<file path="src/rtl/rgb_to_hsv.sv">
// RGB565 -> HSV converter: expands channels to 8 bits, finds max/min, then runs two
// lockstep restoring dividers for saturation and hue offset before a final hue wrap.
module rgb_to_hsv #(
  parameter logic BYPASS_GREY = 1'b1
) (
  input  logic        clk,
  input  logic        rst,
  input  logic [15:0] rgb,
  input  logic        in_valid,
  output logic        in_ready,
  output logic [8:0]  h,
  output logic [7:0]  s,
  output logic [7:0]  v,
  output logic        out_valid,
  input  logic        out_ready,
  output logic [2:0]  dbg_state
);

  // Handshake: a transfer happens on a rising edge where valid && ready are both high;
  // in_ready is high only in IDLE, out_valid holds with stable h/s/v until out_ready.
  localparam logic [2:0] S_IDLE = 3'd0;
  localparam logic [2:0] S_CALC = 3'd1;
  localparam logic [2:0] S_DIV  = 3'd2;
  localparam logic [2:0] S_FIN  = 3'd3;
  localparam logic [2:0] S_DONE = 3'd4;

  logic [2:0]  r_state;
  logic [15:0] r_rgb;
  logic [3:0]  r_cnt;
  logic [7:0]  r_max;
  logic [8:0]  r_base;
  logic        r_neg;
  logic        r_grey;
  logic [15:0] r_num_s, r_num_h;
  logic [7:0]  r_div_s, r_div_h;
  logic [7:0]  r_rem_s, r_rem_h;
  logic [7:0]  r_q_s, r_q_h;
  logic [8:0]  r_h;
  logic [7:0]  r_s, r_v;
  logic        r_out_valid;

  logic [7:0]  w_r8, w_g8, w_b8;
  logic [7:0]  w_max, w_min, w_delta, w_absdiff;
  logic [8:0]  w_diff, w_base;
  logic        w_neg, w_grey;
  logic [15:0] w_ns, w_nh;
  logic [8:0]  w_sh_s, w_sh_h;
  logic        w_ge_s, w_ge_h;
  logic [7:0]  w_sub_s, w_sub_h;
  logic [7:0]  w_qs, w_qh;
  logic [8:0]  w_hue;

  assign w_r8 = {r_rgb[15:11], r_rgb[15:13]};
  assign w_g8 = {r_rgb[10:5],  r_rgb[10:9]};
  assign w_b8 = {r_rgb[4:0],   r_rgb[4:2]};

  // Dominant channel picks the hue sector; ties resolve r, then g, then b.
  always_comb begin
    w_max  = w_b8;
    w_diff = {1'b0, w_r8} - {1'b0, w_g8};
    w_base = 9'd240;
    if (w_r8 >= w_g8 && w_r8 >= w_b8) begin
      w_max  = w_r8;
      w_diff = {1'b0, w_g8} - {1'b0, w_b8};
      w_base = 9'd0;
    end else if (w_g8 >= w_b8) begin
      w_max  = w_g8;
      w_diff = {1'b0, w_b8} - {1'b0, w_r8};
      w_base = 9'd120;
    end
    w_min = w_r8;
    if (w_g8 < w_min) w_min = w_g8;
    if (w_b8 < w_min) w_min = w_b8;
  end

  assign w_delta   = w_max - w_min;
  assign w_neg     = w_diff[8];
  assign w_absdiff = w_neg ? (8'd0 - w_diff[7:0]) : w_diff[7:0];
  assign w_grey    = (w_delta == 8'd0);
  assign w_ns      = {w_delta, 8'd0} - {8'd0, w_delta};
  assign w_nh      = {2'd0, w_absdiff, 6'd0} - {6'd0, w_absdiff, 2'd0};

  // Remainder stays below the divisor, so 8 bits hold it; the shifted value needs 9.
  assign w_sh_s  = {r_rem_s, r_num_s[15]};
  assign w_sh_h  = {r_rem_h, r_num_h[15]};
  assign w_ge_s  = (w_sh_s >= {1'b0, r_div_s});
  assign w_ge_h  = (w_sh_h >= {1'b0, r_div_h});
  assign w_sub_s = w_sh_s[7:0] - r_div_s;
  assign w_sub_h = w_sh_h[7:0] - r_div_h;

  assign w_qs = r_grey ? 8'd0 : r_q_s;
  assign w_qh = r_grey ? 8'd0 : r_q_h;

  always_comb begin
    w_hue = r_base + {1'b0, w_qh};
    if (r_neg) begin
      if (r_base < {1'b0, w_qh}) w_hue = r_base + 9'd360 - {1'b0, w_qh};
      else                       w_hue = r_base - {1'b0, w_qh};
    end
    if (w_hue == 9'd360) w_hue = 9'd0;
  end

  always_ff @(posedge clk or posedge rst) begin
    if (rst) begin
      r_state     <= S_IDLE;
      r_rgb       <= 16'd0;
      r_cnt       <= 4'd0;
      r_max       <= 8'd0;
      r_base      <= 9'd0;
      r_neg       <= 1'b0;
      r_grey      <= 1'b0;
      r_num_s     <= 16'd0;
      r_num_h     <= 16'd0;
      r_div_s     <= 8'd1;
      r_div_h     <= 8'd1;
      r_rem_s     <= 8'd0;
      r_rem_h     <= 8'd0;
      r_q_s       <= 8'd0;
      r_q_h       <= 8'd0;
      r_h         <= 9'd0;
      r_s         <= 8'd0;
      r_v         <= 8'd0;
      r_out_valid <= 1'b0;
    end else begin
      case (r_state)
        S_IDLE: begin
          if (in_valid) begin
            r_rgb   <= rgb;
            r_state <= S_CALC;
          end
        end
        S_CALC: begin
          r_max   <= w_max;
          r_base  <= w_base;
          r_neg   <= w_neg;
          r_grey  <= w_grey;
          r_cnt   <= 4'd0;
          r_rem_s <= 8'd0;
          r_rem_h <= 8'd0;
          r_q_s   <= 8'd0;
          r_q_h   <= 8'd0;
          // Grey pixels feed 0/1 so the dividers never see a zero divisor.
          r_num_s <= w_grey ? 16'd0 : w_ns;
          r_num_h <= w_grey ? 16'd0 : w_nh;
          r_div_s <= w_grey ? 8'd1 : w_max;
          r_div_h <= w_grey ? 8'd1 : w_delta;
          r_state <= (w_grey && BYPASS_GREY) ? S_FIN : S_DIV;
        end
        S_DIV: begin
          r_rem_s <= w_ge_s ? w_sub_s : w_sh_s[7:0];
          r_rem_h <= w_ge_h ? w_sub_h : w_sh_h[7:0];
          r_q_s   <= {r_q_s[6:0], w_ge_s};
          r_q_h   <= {r_q_h[6:0], w_ge_h};
          r_num_s <= {r_num_s[14:0], 1'b0};
          r_num_h <= {r_num_h[14:0], 1'b0};
          r_cnt   <= r_cnt + 4'd1;
          if (r_cnt == 4'd15) r_state <= S_FIN;
        end
        S_FIN: begin
          r_h         <= w_hue;
          r_s         <= w_qs;
          r_v         <= r_max;
          r_out_valid <= 1'b1;
          r_state     <= S_DONE;
        end
        S_DONE: begin
          if (out_ready) begin
            r_out_valid <= 1'b0;
            r_state     <= S_IDLE;
          end
        end
        default: r_state <= S_IDLE;
      endcase
    end
  end

  assign in_ready  = (r_state == S_IDLE);
  assign out_valid = r_out_valid;
  assign h         = r_h;
  assign s         = r_s;
  assign v         = r_v;
  assign dbg_state = r_state;

endmodule

</file>
<file path="config.mk">
export PLATFORM = sky130hd
export DESIGN_NAME = rgb_to_hsv
export DESIGN_NICKNAME = d
export VERILOG_FILES = /design/src/rtl/rgb_to_hsv.sv
export SDC_FILE = /design/constraint.sdc
export NUM_CORES = 1
export LEC_CHECK = 0
export CAP_MARGIN = 20
export CORE_ASPECT_RATIO = 2
export CORE_MARGIN = 5
export CORE_UTILIZATION = 58
export CTS_CLUSTER_DIAMETER = 50
export DETAILED_ROUTE_END_ITERATION = 6
export GPL_ROUTABILITY_DRIVEN = 0
export GPL_TIMING_DRIVEN = 0
export PLACE_DENSITY = 0.85
export SLEW_MARGIN = 15
export SYNTH_ARGS = -nofsm -noshare
export SYNTH_HDL_FRONTEND = slang
export SYNTH_SLANG_ARGS = --single-unit
</file>
<file path="constraint.sdc">
create_clock -name clk -period 7.48 [get_ports clk]
set_clock_uncertainty 0.05 [all_clocks]
set_input_delay 0.748 -clock clk [delete_from_list [all_inputs] [get_ports clk]]
set_output_delay 0.748 -clock clk [all_outputs]
set_load 0.005 [all_outputs]
</file>
# --- Word-level counts from Yosys, hierarchy flattened ---
# Index checks and enable logic that the tools add are counted.
word_totals:
  regBits: 148
  output_inout_bits: 30
classes:
  reduce_logical: 8
  n_eq_ne: 9
  addsub: 14
  mux: 34
  n_lt_le_gt_ge: 8
ops:
  columns: ["operator", "n"]
  rows:
  - ["2-to-1 mux 8 bit", 13]
  - ["one-hot mux 16 bit (2 select lines)", 2]
  - ["one-hot mux 8 bit (2 select lines)", 4]
  - ["2-to-1 mux 9 bit", 5]
  - ["2-to-1 mux 16 bit", 2]
  - ["subtractor 8 x 8 -> 9 bit", 3]
  - ["greater-or-equal comparator 8 bit", 3]
  - ["subtractor 8 bit", 3]
  - ["greater-or-equal comparator 9 x 8 -> 1 bit", 2]
  - ["subtractor 9 x 8 -> 9 bit", 2]
  - ["< comparator 8 bit", 2]
  - ["subtractor 16 x 8 -> 16 bit", 1]
  - ["one-hot mux 3 bit (5 select lines)", 1]
  - ["subtractor 14 x 10 -> 15 bit", 1]
  - ["adder 9 x 8 -> 9 bit", 1]
  - ["adder 9 bit (second input constant)", 1]
  - ["== test 9 bit (second input constant)", 1]
  - ["< comparator 9 x 8 -> 1 bit", 1]
  - ["2-to-1 mux 3 bit", 3]
  - ["zero test 8 bit", 1]
  - ["one-hot mux 4 bit (2 select lines)", 1]
  - ["subtractor 1 x 8 -> 8 bit (first input constant)", 1]
  - ["== test 3 x 2 -> 1 bit (second input constant)", 2]
  - ["!= test 2 bit (second input constant)", 3]
  - ["11 further kinds", 14]

# --- Logic depth before layout (Yosys ltp) ---
# Gate-level depths: netlist of run 1.
logic_depth:
  ltp_word: 8
  mapped_depth: 30
  ltp_nobuf: 28

# --- Least setup slack after synthesis of run 1 ---
# Ideal clock, no wire load.
synth_timing:
  kind: "flip-flop to flip-flop"
  startpoint: "register r_rgb[10]"
  endpoint: "register r_num_h[3]"
  stages_incl_launch_ff: 28
  arrival_time_ps: 5533
  setup_time_ps: 127
  path_slack_ps: 1770
  period_less_slack_ps: 5710
  cell_sequence: "dfrtp_1 -> inv_1 -> ha_1 -> nor2b_1 -> o21ai_1 -> a21boi_0 -> o21ai_0 -> clkbuf_1 -> nor2_1 -> a21oi_1 -> ha_1 -> a21o_1 -> a221oi_1 -> o21ai_0 -> a31oi_4 -> mux2_2 -> fa_1 -> a21o_1 -> a21oi_1 -> o21bai_1 -> a21oi_1 -> xnor2_1 -> nor3_1 -> and2_1 -> buf_2 -> nor2_1 -> a222oi_1 -> inv_1"
synth_via:
  elab_chain_cells: 8
synth_rtl:
  columns: ["item", "line_no", "source"]
  rows:
  - ["start, declared", "28", "logic [15:0] r_rgb;"]
  - ["start signal, assigned", "128", "r_rgb <= rgb;"]
  - ["subtractor 8 x 8 -> 9 bit, or another cell as far along", "60", "w_diff = {1'b0, w_r8} - {1'b0, w_g8};"]
  - ["2-to-1 mux 9 bit, or another cell as far along", "66", "end else if (w_g8 >= w_b8) begin"]
  - ["2-to-1 mux 9 bit / < comparator 8 bit (equally long branches)", "62, 73", null]
  - ["subtractor 1 x 8 -> 8 bit / 2-to-1 mux 8 bit (equally long branches)", "78, 73", null]
  - ["2-to-1 mux 8 bit / subtractor 8 bit (equally long branches)", "78, 76", null]
  - ["subtractor 14 x 10 -> 15 bit / zero test 8 bit (equally long branches)", "81, 79", null]
  - ["2-to-1 mux 16 bit *", "144", "r_num_h <= w_grey ? 16'd0 : w_nh;"]
  - ["one-hot mux 16 bit (2 select lines) *", "125", "case (r_state)"]
  - ["end signal, assigned", "144", null]
  - ["end signal, assigned", "155", "r_num_h <= {r_num_h[14:0], 1'b0};"]
  - ["end, declared", "34", "logic [15:0] r_num_s, r_num_h;"]
# Every way passes the cells marked *; elsewhere a longest branch is shown, timed or not.
# A chain may end at the register's enable or synchronous reset.

# --- Final worst setup path of run 1 ---
layout_timing:
  startpoint: "register r_rgb[6]"
  endpoint: "register r_num_s[10]"
layout_via:
  elab_chain_cells: 8
layout_rtl:
  columns: ["item", "line_no", "source"]
  rows:
  - ["< comparator 8 bit", "72", "if (w_g8 < w_min) w_min = w_g8;"]
  - ["2-to-1 mux 8 bit", "72", null]
  - ["< comparator 8 bit", "73", "if (w_b8 < w_min) w_min = w_b8;"]
  - ["2-to-1 mux 8 bit", "73", null]
  - ["subtractor 8 bit *", "76", "assign w_delta = w_max - w_min;"]
  - ["subtractor 16 x 8 -> 16 bit / zero test 8 bit (equally long branches)", "80, 79", null]
  - ["2-to-1 mux 16 bit *", "143", "r_num_s <= w_grey ? 16'd0 : w_ns;"]
  - ["one-hot mux 16 bit (2 select lines) *", "125", null]
  - ["end signal, assigned", "143", null]
  - ["end signal, assigned", "154", "r_num_s <= {r_num_s[14:0], 1'b0};"]
  - ["end, declared", "34", null]
# Marked as above.

==> results of run 1 <==
-- layout make-up --
class,instances,area [um^2]
Fill cell,1314,5530
Tap cell,207,259
Timing Repair Buffer,50,518
Inverter,75,289
Clock buffer,22,474
Multi-Input combinational cell,830,5770
Sequential cell,140,3510
Buffer,48,196
Clock inverter,10,138
-- per-layer routing --
layer	track usage	routed length (um)	up-vias
met5	0	0	-
met4	0.268	2810	0
met3	0.0479	1240	171
met2	0.512	14500	363
met1	0.253	8660	4244
li1	-	-	4021
-- through the flow --
stage / hold WS (ns) / setup WS (ns) / utilization
2_1_floorplan: 0.392 / 1.77 / -
3_5_place_dp: 0.419 / 0.603 / 0.632
4_1_cts: 0.432 / 0.503 / 0.668
6_report: 0.424 / 0.462 / 0.668
3_3_place_gp: 0.408 / 0.697 / 0.629
5_1_grt: 0.449 / -0.00152 / 0.668
-- kinds of logic (layout without fill, tap and decap cells) --
group,count (synthesis),after routing,share of synthesized area
buffers and inverters,123,205,0.0489
AND/OR/NAND/NOR,300,300,0.147
XOR/XNOR,56,56,0.0517
AO/OA/AOI/OAI,354,354,0.239
flip-flops,140,140,0.360
multiplexers,33,33,0.0363
adder cells (fa/ha/maj),87,87,0.118
-- registers in the layout, summed over array words and instances, names as in the netlist --
register,count
r_num_s,16
r_rgb,16
r_num_h,14
h,9
r_div_h,8
r_div_s,8
r_max,8
r_q_h,8
r_q_s,8
r_rem_h,8
r_rem_s,8
s,8
v,8
r_cnt,4
dbg_state,3
r_base,3
out_valid,1
r_grey,1
r_neg,1
-- cells in the mapped netlist (12+ instances only) --
cell / n / area, um^2
sky130_fd_sc_hd__nand2_1: 115 / 432
sky130_fd_sc_hd__o22ai_1: 12 / 75.1
sky130_fd_sc_hd__nor2_1: 67 / 251
sky130_fd_sc_hd__nor2b_1: 22 / 138
sky130_fd_sc_hd__a22o_1: 20 / 175
sky130_fd_sc_hd__mux2i_1: 16 / 160
sky130_fd_sc_hd__nand2b_1: 30 / 188
sky130_fd_sc_hd__xnor2_1: 37 / 324
sky130_fd_sc_hd__mux2_2: 15 / 169
sky130_fd_sc_hd__nor3_1: 14 / 70.1
sky130_fd_sc_hd__dfrtp_1: 138 / 3450
sky130_fd_sc_hd__inv_1: 73 / 274
sky130_fd_sc_hd__clkbuf_1: 37 / 139
sky130_fd_sc_hd__o21ai_1: 23 / 115
sky130_fd_sc_hd__a21o_1: 29 / 218
sky130_fd_sc_hd__xor2_1: 18 / 158
sky130_fd_sc_hd__ha_1: 79 / 988
sky130_fd_sc_hd__o21ai_0: 92 / 460
sky130_fd_sc_hd__a22oi_1: 24 / 180
sky130_fd_sc_hd__a21oi_1: 70 / 350
-- timing repair --
| action | 4_1_cts | 5_1_grt |
|---|---|---|
| hold buffers | 0 | 0 |
| endpoints found under the setup margin | 0 | 19 |
| resized for setup | 0 | 2 |
-- final timing paths --
| kind | depth (start not counted) | endpoint |
|---|---|---|
| worst max register to register | 27 | r_num_s[10]$_DFFE_PP0P_ |
| min in group asynchronous | 2 | v[4]$_DFFE_PP0P_ |
| worst min register to register | 2 | s[5]$_DFFE_PP0P_ |
| max in group asynchronous | 3 | r_div_h[0]$_DFFE_PP1P_ |
| worst min-delay path | 2 | s[5]$_DFFE_PP0P_ |
| worst max-delay path | 27 | r_num_s[10]$_DFFE_PP0P_ |
-- worst register-to-register path: cells and delay by family (launching register included) --
kind                       cells  cell delay, ns
AOI/OAI and AO/OA             12            2.63
xor gates and xnor gates       1            0.53
adders and majority gates      3            0.97
buffers and inverters          3            0.60
DFF                            1            0.47
muxes                          1            0.42
and+or+nand+nor                7            1.27
==> results.md, run 1 <==
Outcome:
- The run finished, with violations left.
- The final reports fail on design-rule violations.

Global route:
- The aggregate global-route resource usage is 0.285.
- The pin count of the biggest net entering global routing is 81.
- The number of antenna violations at the first check in global routing is 0.
- The first global-routing pass estimated 44100 um of wire.
- The number of global-route vias before repair is 9383.
- Summed over all layers, the global routing overflow is 0.

Synth:
- The number of warnings printed during yosys synthesis is 0.
- After synthesis, the netlist uses 78 different library cells.
- The number of flip-flops and latches in the synthesized netlist is 140.
- Synthesis produced 1093 cells.
- The total standard cell area after synthesis is 9750 um^2.
- After synthesis, the share of flip-flops with an asynchronous set or reset is 1.00.
- The main flop type after synthesis is sky130_fd_sc_hd__dfrtp_1.
- Of the synthesized area, sequential elements account for 0.360.
- The net count after synthesis is 1200.
- The mean area per synthesized cell is 8.92 um^2.
- The number of enable-type register cells in the synthesized netlist is 0.

Cells and area:
- Leaving out fill and tap cells, the most frequent cells in the layout are sky130_fd_sc_hd__dfrtp_1, sky130_fd_sc_hd__nand2_1, sky130_fd_sc_hd__o21ai_0.
- 0 antenna diodes ended up in the layout.
- In the final layout, the share of cells above drive strength 1 is 0.0664.
- The net count of the finished layout is 1269.
- Relative to the synthesized area, the layout overhead comes to 14.3%.
- For this run, the number of standard cells in the final layout without fillers is 1382.
- The most common library cell in the layout ignoring fill and taps is sky130_fd_sc_hd__dfrtp_1.
- With fillers left out, the area of the finished cells amounts to 11100 um^2.

CTS:
- The clock slew seen by the registers of the worst setup and hold paths is 0.06 ns.
- The CTS tree is built.
- The number of clock buffers added by TritonCTS is 17.
- The count of clock tree sinks is 140.
- The clock network latency to the later pin of the worst-skew pair is 0.42 ns.
- The maximum buffer depth of the clock tree is 2.
- The tree is rooted in a sky130_fd_sc_hd__clkbuf_16.
- Post-CTS timing repair inserted 0 buffers for setup.
- The H-tree generated during clock tree synthesis spans 4 levels.

Worst setup path:
- Among cell families on the critical path, the largest total delay comes from compound AO/OA/AOI/OAI gates.
- For the worst setup path, the data required time is 7.79 ns.
- The critical path buffer and inverter count is 3.
- The delay contributed by the slowest stage of the critical path is 0.53 ns.
- The kind of end point of the critical path is a flip-flop.
- The type of element launching the critical path is a flip-flop.
- In this run the register-to-register setup slack is 0.46 ns.
- The worst endpoint data arrival time is 7.32 ns.
- The critical-path cell with the highest stage delay is sky130_fd_sc_hd__xor2_1.
- The highest net fanout along the worst path is 10.
- In this run the critical register-to-register path is launched from r_rgb[6]$_DFFE_PP0P_.
- Tracing the worst setup path back leads to its startpoint at r_rgb[6]$_DFFE_PP0P_.
- The startpoint-to-endpoint class of the critical path is flip-flop to flip-flop.

Routing:
- The average via count per standard cell is 6.37.
- The count of nets left with antenna violations after detail routing is 0.
- The final layout contains routed wiring with a total length of 27200 um.
- The via count is 8799.
- The remaining design rule violation count is 1.
- In the final routed layout, each cell accounts on average for 19.7 um.
- The count of routing violations after the opening detailed-route iteration is 454.
- Before antenna repair, the detailed router went through 7 iterations.

Floorplanning:
- For this configuration, the core starts out at a cell density of 0.585.
- The number of I/O pins is 50.
- The total die area is 19700 um^2.
- The die is 102 um wide.
- The core area is 16700 um^2.
- The number of cell rows is 67.
- The die height is 193 um.

Timing:
- The actual transition at the worst max-transition pin is 0.788 ns.
- Headroom to the max-slew limit came out at 0.468.
- The highest attainable clock frequency is 142 MHz.
- Dividing the final minimum period by the clock period gives 0.938.
- Setup violations remaining at the end of the flow were counted as 0.
- The final count of hold timing violations is 0.
- Setup repair after global routing could not meet its margin everywhere.
- The time the worst path needs with I/O delays and setup is 7.02 ns.
- The count of final max-slew check failures is 0.
- The final sum of negative setup slack is 0 ns.

Min path:
- The worst hold path begins at s[5]$_DFFE_PP0P_.
- The min-delay analysis places its worst path in the category flip-flop to flip-flop.

Run:
- The max-cap violation count is 0.

Placement:
- The count of buffers added on input and output ports is 49.
- Once placement completed, the tool counted placed cells totaling 1350.
- The area of placed instances is 10500 um^2.
- The detailed placer's ending HPWL is 20600 um.
Power of run 1 is not shown: default switching activity piles up to over one toggle a cycle in this logic, so the estimate is an artifact.
==> inputs of run 2 (changes only) <==
- CAP_MARGIN: 20 -> unset
==> results of run 2 <==
The final DEF is identical to that of run 1; final timing and power are the same.
Power of run 2 is left out for the same reason.
==> inputs of run 3 (changes only) <==
- DONT_BUFFER_PORTS: unset -> 1
- HOLD_SLACK_MARGIN: unset -> 0.15
- PLACE_DENSITY: 0.85 -> 0.82
- REMOVE_ABC_BUFFERS: unset -> 1
==> run 3 against run 2 <==
  * The run now ends clean
  * Global-route usage shrank 3.2 points
  * Final cell count shrank 6.3%
  * Sequential share of layout area grew 1.5 points
  * Register-to-register slack gained 0.06 ns
  * Maximum frequency grew 0.92%
  * Non-clock buffer count shrank 87
  * Worst hold slack lost 0.034 ns
  * Worst setup slack gained 0.064 ns
  * Largest cell class unchanged
==> results.md, run 3 (synthesis results as in run 1) <==
Outcome:
- The flow ran to the end, and the final reports show no timing, DRC or antenna violations.

Placement:
- Detailed placement ended at an HPWL of 18100 um.
- The count of input and output buffers is 0.

Routing:
- The via count is 8084.
- The number of iterations in the first detailed-routing pass is 5.
- The average detailed-routed wire length per instance is 18.5 um.
- The count of nets left with antenna violations after detail routing is 0.
- Using the TritonRoute via totals, the vias-per-cell ratio works out to 6.24.
- The routed design has 24000 um of wire.
- The count of routing violations after the opening detailed-route iteration is 433.
- The remaining design rule violation count is 0.

Cells and area:
- The final-layout fill cell count is 1314.
- The synthesis-to-finish area growth is 9.14%.
- Summing all flip-flop and latch instances after layout gives 3510 um^2.
- The repair_antennas step left the layout with diodes totalling 0.
- In the layout the commonest cells are sky130_fd_sc_hd__dfrtp_1, sky130_fd_sc_hd__nand2_1, sky130_fd_sc_hd__o21ai_0.
- The most common library cell in the layout ignoring fill and taps is sky130_fd_sc_hd__dfrtp_1.
- In the final layout, the registers with the most flip-flops are r_num_s (16), r_rgb (16), r_num_h (14).
- The combined area of the multi-input logic cells is 5790 um^2.
- The number of nets in the layout is 1182.
- The share of post-route cells with drive strength above 1 is 0.0744.

Worst setup path:
- The critical path ends at r_num_h[15]$_DFFE_PP0P_.
- The kind of end point of the critical path is a flip-flop.
- In this run the critical register-to-register path is launched from r_rgb[10]$_DFFE_PP0P_.
- On the critical path, the stage with the largest delay is an instance of sky130_fd_sc_hd__nor4b_1.
- The startpoint-to-endpoint class of the critical path is flip-flop to flip-flop.
- The setup slack of the most critical reg-to-reg path is 0.53 ns.
- The critical path starts at r_rgb[10]$_DFFE_PP0P_.
- The worst endpoint data arrival time is 7.27 ns.
- The required time at the worst-slack endpoint is 7.79 ns.
- The worst reg2reg path depth is 25.
- The delay contributed by the slowest stage of the critical path is 0.63 ns.
- The type of element launching the critical path is a flip-flop.
- The worst reg2reg path endpoint is r_num_h[15]$_DFFE_PP0P_.
- Of all nets on the critical path, the largest fanout is 21.

CTS:
- Post-CTS timing repair inserted 0 buffers for setup.
- For the worst-skew pair, the clock arrives at the later sink with an insertion delay of 0.43 ns.
- The number of clock buffers added by TritonCTS is 17.
- The cell sitting at the root of the clock tree is a sky130_fd_sc_hd__clkbuf_16.
- The maximum buffer depth of the clock tree is 2.
- The CTS tree is built.
- The H-tree was split into 4 levels.
- The count of clock tree sinks is 140.
- The clock slew seen by the registers of the worst setup and hold paths is 0.07 ns.

Floorplanning:
- The floorplan die width is 102 um.
- The core area is 16700 um^2.
- The starting utilization of the core area is 0.585.
- After floorplanning, the core was divided into 67 placement rows.
- For this design the top-level I/O count stands at 50.
- The total die area is 19700 um^2.
- The die height is 193 um.

Timing:
- For the finished layout, the period the worst path requires is 6.95 ns.
- The count of final max-slew check failures is 0.
- The actual transition at the worst max-transition pin is 1.09 ns.
- The worst pin sits at a relative slew slack of 0.269.
- Setup repair after global routing left no endpoint under its margin.
- Static timing analysis puts the maximum clock frequency at 144 MHz.
- In the final timing run, aggregate negative setup slack is 0 ns.
- The final count of hold timing violations is 0.
- Setup violations remaining at the end of the flow were counted as 0.
- The share of the cycle needed by the critical path after routing is 0.930.
- The tightest hold margin is 0.390 ns.

Global route:
- The number of global-route vias before repair is 8481.
- The pin count of the biggest net entering global routing is 99.
- After global routing the overflow that remains totals 0.
- In the global route stage, overall resource usage came out at 0.253.
- The number of antenna violations at the first check in global routing is 0.
- The first global-routing pass estimated 39800 um of wire.

Run:
- The tool flagged a number of max-cap violations equal to 0.

Min path:
- The path class of the tightest hold or removal check is input pin to flip-flop.
-- run 3: how the worst min path moves through the flow --
stage / from / to / slack (ns) / depth (start not counted)
final: rgb[9] / r_rgb[9]$_DFFE_PP0P_ / 0.39 / 2
after global routing: rgb[2] / r_rgb[2]$_DFFE_PP0P_ / 0.40 / 2
after CTS: rgb[13] / r_rgb[13]$_DFFE_PP0P_ / 0.38 / 2
after detailed placement: r_num_s[1]$_DFFE_PP0P_ / r_num_s[1]$_DFFE_PP0P_ / 0.42 / 2
after global placement: r_max[7]$_DFFE_PP0P_ / r_max[7]$_DFFE_PP0P_ / 0.41 / 2
after floorplan: r_max[2]$_DFFE_PP0P_ / r_max[2]$_DFFE_PP0P_ / 0.39 / 2
-- run 3: routing by layer --
layer | vias to the layer above | part of all wire | GRT usage
met3 | 103 | 0.040 | 0.0386
met2 | 250 | 0.54 | 0.456
met5 | - | 0 | 0
met4 | 0 | 0.072 | 0.179
met1 | 3876 | 0.35 | 0.253
li1 | 3855 | - | -
-- run 3: through the flow --
stage / instances / utilization / worst slack, ns / area, um^2
4_1_cts: 1294 / 0.637 / 0.122 / 10600
3_5_place_dp: 1261 / 0.598 / 0.200 / 9980
5_1_grt: 1295 / 0.638 / 0.119 / 10600
2_1_floorplan: 1045 / - / 1.30 / 9560
3_3_place_gp: 1252 / 0.588 / -3.08 / 9820
6_report: 1295 / 0.638 / 0.526 / 10600
-- run 3: timing repair --
item                                   CTS  global route
hold buffers                             1             0
endpoints found under the hold margin   42             0
setup endpoints to repair                0             3
gates resized for setup                  0             1
-- run 3: worst max-delay path, delay by kind of cell (launching register included) --
kind,cells,cell delay (ns)
mux,1,0.42
xor+xnor,1,0.27
buf+inv,1,0.18
simple gates,7,1.98
flops,1,0.49
fa+ha+maj,3,1.08
compound gates,12,2.43
-- run 3: final cells by class --
class | count | area share
Clock buffer | 19 | 0.0426
Clock inverter | 13 | 0.0175
Inverter | 75 | 0.0272
Timing Repair Buffer | 11 | 0.0154
Sequential cell | 140 | 0.329
Tap cell | 207 | 0.0243
Multi-Input combinational cell | 830 | 0.544
Power of run 3 is left out for the same reason.
